===== src/rtl/write_pointer_ctrl_pkg.sv =====
// Shared definitions for the FIFO write/read pointer controllers:
// default widths, FSM state encoding and a Gray conversion helper.
package write_pointer_ctrl_pkg;

  localparam int ADDR_WIDTH_DEF = 2;
  localparam int DATA_WIDTH_DEF = 8;
  localparam int DROP_WIDTH_DEF = 8;

  typedef enum logic [1:0] {
    IDLE    = 2'd0,
    WRITING = 2'd1,
    STALLED = 2'd2
  } state_t;

  // Binary to reflected Gray code, for pointer widths up to 32 bits.
  function automatic logic [31:0] bin2gray(input logic [31:0] bin);
    return bin ^ (bin >> 1);
  endfunction

endpackage


===== src/rtl/write_pointer_ctrl_gray_encoder.sv =====
// Combinational binary-to-Gray encoder, shared by both pointer controllers.
module gray_encoder #(
  parameter int WIDTH = 2
) (
  input  logic [WIDTH-1:0] bin,
  output logic [WIDTH-1:0] gray
);

  assign gray = bin ^ (bin >> 1);

endmodule


===== src/rtl/write_pointer_ctrl.sv =====
// Write-side pointer controller of the synchronous FIFO.
// Handshake: the producer asserts write with wdata; the write is accepted on
// the same edge when full is low (accept = write & ~full). There is no ready
// output and no retry: a write seen while full is dropped, flagged in
// overflow and counted in drop_count. Accepted writes appear one cycle later
// on the RAM port together with write_ack and the advanced Gray pointer.
module write_pointer_ctrl
  import write_pointer_ctrl_pkg::*;
#(
  parameter int ADDR_WIDTH = ADDR_WIDTH_DEF,
  parameter int DATA_WIDTH = DATA_WIDTH_DEF,
  parameter int DROP_WIDTH = DROP_WIDTH_DEF
) (
  input  logic                  clk_write,
  input  logic                  reset,
  input  logic                  write,
  input  logic [DATA_WIDTH-1:0] wdata,
  input  logic                  full,
  input  logic                  clr_overflow,
  output logic                  mem_we,
  output logic [ADDR_WIDTH-1:0] mem_waddr,
  output logic [DATA_WIDTH-1:0] mem_wdata,
  output logic [ADDR_WIDTH-1:0] write_pointer,
  output logic                  write_ack,
  output logic                  stall,
  output logic                  overflow,
  output logic [DROP_WIDTH-1:0] drop_count,
  output state_t                state
);

  logic [ADDR_WIDTH-1:0] bin_ptr;
  logic [ADDR_WIDTH-1:0] bin_next;
  logic [ADDR_WIDTH-1:0] gray_next;
  logic                  accept;
  logic                  drop;
  state_t                state_next;

  assign accept   = write & ~full;
  assign drop     = write & full;
  assign bin_next = bin_ptr + ADDR_WIDTH'(1);

  gray_encoder #(.WIDTH(ADDR_WIDTH)) u_gray_encoder (
    .bin  (bin_next),
    .gray (gray_next)
  );

  // Pointer and RAM-port registers: advance only on an accepted write.
  always_ff @(posedge clk_write) begin
    if (reset) begin
      bin_ptr       <= '0;
      write_pointer <= '0;
      mem_we        <= 1'b0;
      mem_waddr     <= '0;
      mem_wdata     <= '0;
      write_ack     <= 1'b0;
    end else begin
      mem_we    <= accept;
      write_ack <= accept;
      if (accept) begin
        mem_waddr     <= bin_ptr;
        mem_wdata     <= wdata;
        bin_ptr       <= bin_next;
        write_pointer <= gray_next;
      end
    end
  end

  // Sticky overflow and saturating drop counter; a same-cycle drop beats clear.
  always_ff @(posedge clk_write) begin
    if (reset) begin
      overflow   <= 1'b0;
      drop_count <= '0;
    end else if (drop) begin
      overflow <= 1'b1;
      if (clr_overflow) begin
        drop_count <= DROP_WIDTH'(1);
      end else if (!(&drop_count)) begin
        drop_count <= drop_count + DROP_WIDTH'(1);
      end
    end else if (clr_overflow) begin
      overflow   <= 1'b0;
      drop_count <= '0;
    end
  end

  // FSM state register.
  always_ff @(posedge clk_write) begin
    if (reset) begin
      state <= IDLE;
    end else begin
      state <= state_next;
    end
  end

  // FSM next state: every state follows the current request outcome.
  always_comb begin
    state_next = state;
    case (state)
      IDLE, WRITING, STALLED: begin
        if (accept) begin
          state_next = WRITING;
        end else if (drop) begin
          state_next = STALLED;
        end else begin
          state_next = IDLE;
        end
      end
      default: state_next = IDLE;
    endcase
  end

  assign stall = (state == STALLED);

endmodule


===== config.mk =====
export PLATFORM = sky130hd
export DESIGN_NAME = write_pointer_ctrl
export DESIGN_NICKNAME = d
export VERILOG_FILES = /design/src/rtl/write_pointer_ctrl_pkg.sv /design/src/rtl/write_pointer_ctrl_gray_encoder.sv /design/src/rtl/write_pointer_ctrl.sv
export SDC_FILE = /design/constraint.sdc
export NUM_CORES = 1
export LEC_CHECK = 0
export CAP_MARGIN = 20
export CORE_MARGIN = 8
export CORE_UTILIZATION = 46
export DETAILED_ROUTE_END_ITERATION = 8
export PLACE_DENSITY = 0.82
export SLEW_MARGIN = 10
export SYNTH_ARGS = -nofsm -noshare
export SYNTH_HDL_FRONTEND = slang
export SYNTH_SLANG_ARGS = --single-unit

===== constraint.sdc =====
create_clock -name clk_write -period 2.31 [get_ports clk_write]
set_input_delay 0.693 -clock clk_write [delete_from_list [all_inputs] [get_ports clk_write]]
set_output_delay 0.693 -clock clk_write [all_outputs]
set_load 0.02 [all_outputs]

## Word level (Yosys, flattened, before mapping)

Cells that the tools add are included.

- Word-level logic and storage cells: 34
- Register bits: 26

- Eq/ne operators: 3
- Bitwise logic cells: 5
- Muxes and demuxes: 8
- $add $sub $neg: 2
- Reductions and logical operators: 7

Operators by type and width:

| cell | count |
|---|---|
| $mux 8 | 4 |
| $add 8x1->8 const B | 1 |
| $reduce_and 8->1 | 1 |
| $reduce_or 3->1 | 2 |
| $mux 1 | 3 |
| $add 2x1->2 const B | 1 |
| $and 1x1->1 | 2 |
| $eq 2x1->1 const B | 1 |
| $eq 2x2->1 const B | 1 |
| $logic_not 2->1 | 1 |
| $mux 2 | 1 |
| $ne 2x2->1 const B | 1 |
| $not 1->1 | 2 |
| $reduce_and 2->1 | 1 |
| $reduce_bool 2->1 | 1 |
| $reduce_or 2->1 | 1 |
| $xor 2x1->2 | 1 |

## Depth between registers and ports, before layout

- Depth in word-level cells: 4
- Gate-level depth with buffers: 5
- Gate-level depth less buffers: 4

## Cells and area by module

A second synthesis with hierarchy kept.

- Cells, all modules: 125
- Area total of the unflattened synthesis: 1076.0 sq um

Modules (own cells, without submodules):

| module | cells an instance | seq. area each (sq um) | area each (sq um) | instances |
|---|---|---|---|---|
| write_pointer_ctrl | 123 | 520.5 | 1059.8 | 1 |
| gray_encoder | 2 | 0.0 | 16.3 | 1 |

## Worst setup path before layout

No wires, ideal clock.

- Kind: register to output
- From: register state[1]
- To: output port stall
- Buffers on the path: 0
- Cell stages (with the launch flop): 2
- Arrival: 806 ps
- Setup slack: 811 ps
- Cells stage by stage: dfxtp_1 > nor2b_1

- Word-level cells in the longest chain between the ends: 1

RTL lines:

| what | line | RTL |
|---|---|---|
| from (decl) | write_pointer_ctrl.sv:28 | `output state_t state` |
| from (signal assigned) | write_pointer_ctrl.sv:91 | `state <= state_next;` |
| $eq 2x2->1 | write_pointer_ctrl.sv:112 | `assign stall = (state == STALLED);` |
| to (decl) | write_pointer_ctrl.sv:25 | `output logic stall,` |

Every way passes these cells.

## Worst setup path after layout

- From: register drop_count[3]
- To: output port drop_count[3]

RTL lines:

| what | line | RTL |
|---|---|---|
| from (decl) | write_pointer_ctrl.sv:27 | `output logic [DROP_WIDTH-1:0] drop_count,` |
| from (signal assigned) | write_pointer_ctrl.sv:78 | `drop_count <= drop_count + DROP_WIDTH'(1);` |

No word-level cell between the ends.

==> summary.md <==
| Metric | Value |
|---|---|
| Pwr Density | `approximately 520 mW/mm2` |
| LEAKAGE | `approximately 0.5 nW` |
| Worst-Margin Slew | `0.4632 ns` |
| Clock tree from TritonCTS | `yes` |
| Avg Vias per Cell | `approximately 5.5` |
| Number of global-route vias before repair | `about 1100` |
| Crit start category | `register` |
| Hold buffers post-CTS | `0` |
| Setup TNS | `0 ns` |
| Post-place instance area | `approximately 0.0014 mm2` |
| Final antenna-violating net count | `0` |
| Clk pwr share | `about a quarter` |
| Count of cell types in the netlist | `33` |
| Yosys warns | `0` |
| R2r setup slk | `0.64 ns` |
| Full die area | `0.004139 mm2` |
| # Post-CTS Setup Buffers | `0` |
| Sw Ratio | `25.07%` |
| Port Buffers | `38` |
| Hold Crit Endpoint | `mem_wdata[3]` |
| Critical path class | `reg -> out` |
| Avg Cell Area, Syn | `8.668 um2` |
| Max incr delay on CP | `~0.67 ns` |
| HP Class | `reg -> reg` |
| Met1 Use GR | `13.88%` |
| Design Area, Final | `0.001466 mm2` |
| Reg power frac | `60.1%` |
| H-tree depth | `1` |
| # IOs | `39` |
| Die X | `between 60 and 70 um` |
| Pint | `around 0.00057 W` |
| Clock transition at the registers of the reported paths | `approximately 0.13 ns` |
| Final hold vios | `0` |
| Nets | `around 170` |
| Nature of the critical path endpoint | `output pin` |
| CTS Sinks | `25` |
| Initial DRC count | `65` |
| First-pass GRT wire length | `4.726 mm` |
| Drt drc | `0` |
| DR WL/cell | `about 15 um` |
| Worst EP required | `~1.6 ns` |
| Netlist Area Pre-Place | `0.001075 mm2` |
| Fmax | `between 400 and 500 MHz` |
| Core Region | `between 0.002 and 0.0025 mm2` |
| DR vias | `slightly above 1000` |
| GR Layer Usage met3 | `under 10%` |
| Max rail drop VDD | `around 0.00026 V` |
| Mapped Cells | `between 100 and 150` |
| Worst EP arrival | `roughly 1.5 ns` |
| Initial antenna violation count | `0` |
| Seq cells post-synth | `25` |
| Largest net degree at the start of global routing | `20` |
| Met2 usage in global routing | `22.36%` |
| RePlAce Congestion | `slightly below 0.9` |
| Final setup fails | `0` |
| Crit-path cells | `clkdlybuf4s50_1` |
| Final Skew | `~0.0053 ns` |
| CTS root buffer | `clkbuf_4` |
| Logic pwr share | `around 15%` |
| Layout cells sized above 1 | `6.962%` |
| Remaining global-route overflow | `0` |
| Max Slew Vio Count | `0` |
| Max-cap viol count | `0` |
| Syn_nets | `approximately 140` |
| Relative max-transition margin | `between 60 and 70%` |
| Final Cycle Share | `between 90 and 100%` |
| Rows | `17` |
| HPWL Detailed | `2.053 mm` |
| Register area share after synthesis | `between 40% and 50%` |
| Final core occ | `around two thirds` |
| Global-route usage over all layers | `between 10% and 20%` |
| Worst path slowest cell | `clkdlybuf4s50_1` |
| Die boundary height | `64.34 um` |
| Hold Crit Start | `mem_wdata[3]` |
| Clock tree buffer depth | `2` |
| Path depth of the worst reg2reg path | `4` |
| Switching Power | `about 0.00019 W` |
| Layout area overhead | `36.44%` |
| Final WL | `roughly 2.8 mm` |
| Starting Density | `slightly below 50%` |
| Post-CTS sizing | `0` |
| N_diodes | `0` |
| Clk_lat worst skew | `between 0.3 and 0.4 ns` |
| Status | `complete, no violations` |
| Gr busiest metal | `met2` |
| Max FO, Critical Path | `8` |
| DRT Pass-1 Iters | `4` |
| Critical path buffers and inverters | `1` |
| Fin crit period | `about 2.2 ns` |
| CP delay by family, top | `buffers and inverters` |
| WHS Path Cells | `2` |
| Total CTS buffers | `3` |
| RSZ-0062 raised after global routing | `no` |
| R2r endpoint | `drop_count[0]` |
| Reg-to-reg startpoint | `drop_count[1]` |
[sequential cells by signal, summed over array words and instances (netlist names)]
signal / count
write_ack: 1
state: 2
write_pointer: 2
overflow: 1
bin_ptr: 1
mem_waddr: 2
mem_wdata: 8
drop_count: 8
[metrics by stage]
step,total power [W],hold WS [ns],setup slack [ns],std cells
global route,0.0007919,0.4869,0.04749,186
CTS,0.0007672,0.4644,0.1240,186
detailed placement,0.0005797,0.4459,0.1434,182
finish,0.0007582,0.4619,0.1379,186
global placement,0.0005761,0.4414,0.2686,182
floorplan,0.0005211,0.4644,0.8112,124
[worst max-delay path by stage]
stage                        startpoint             to  slack (ns)  depth (start not counted)
after floorplan                state[1]          stall        0.81                          1
after global placement             full   mem_wdata[0]        0.27                          4
after detailed placement           full   mem_wdata[7]        0.14                          4
after CTS                 drop_count[1]  drop_count[1]        0.12                          1
after global routing      drop_count[1]  drop_count[1]        0.05                          1
final                     drop_count[3]  drop_count[3]        0.14                          1
[synthesized netlist by cell type (all sizes together)]
cell	number	area share [%]
buf	7	5.1
nand2	25	8.7
ha	1	1.2
o41ai	1	0.82
nor4	2	1.2
or2	1	0.58
inv	3	1.0
a21o	1	0.70
o21a	1	0.70
and4b	1	1.0
nand3b	1	0.70
xor2	1	0.82
a31oi	1	0.58
a311oi	1	1.4
mux2i	1	0.93
and4	3	2.4
and3	1	0.58
xnor2	1	0.82
nand2b	3	1.7
dfxtp	25	47
a211oi	4	2.8
nand4	2	1.2
nand3	1	0.47
nor2	7	2.4
a41oi	1	1.5
nor3	3	1.4
clkbuf	3	1.0
a21oi	18	8.7
a2111o	1	1.0
nor2b	3	1.7
[logic make-up after synthesis]
| family | Yosys count | synth area share, % |
|---|---|---|
| and+or+nand+nor | 53 | 24.22 |
| AOI/OAI and AO/OA | 29 | 18.28 |
| DFF | 25 | 46.57 |
| buffers and inverters | 13 | 7.217 |
| xor gates and xnor gates | 2 | 1.630 |
| muxes | 1 | 0.9314 |
| adders and majority gates | 1 | 1.164 |
[per-layer routing]
metal  vias up  part of all wire (%)
met3         2                    12
met2        52                    47
li1        495                     -
met4         0                  0.43
met1       468                    41
met5         -                     0
[power by group through the flow]
| stage | Clock [W] | Sequential (W) | Combinational (W) |
|---|---|---|---|
| 2_1_floorplan | 0 | 0.000479 | 0.0000419 |
| 3_3_place_gp | 0 | 0.000464 | 0.000112 |
| 3_5_place_dp | 0 | 0.000465 | 0.000115 |
| 4_1_cts | 0.000196 | 0.000456 | 0.000115 |
| 5_1_grt | 0.000211 | 0.000458 | 0.000123 |
| 6_report | 0.000189 | 0.000455 | 0.000114 |
[cell type report]
class,instances,area [um2]
sequential,25,500.5
multi-input combinational,86,496.7
timing repair buffer,40,395.4
clock buffer,3,22.52
fill,202,745.7
clock inverter,1,5.005
tap,28,35.03
inverter,3,11.26
[placed cells by master, fill, tap and decap left out, types with 4 or more instances in the layout]
cell type        synthesis  final
a211oi_1                 4      4
dfxtp_1                 25     25
nor2_1                   7      7
clkdlybuf4s50_1          0     38
a21oi_1                 17     17
nand2_1                 25     25
Power figures use the tool's default switching activity.
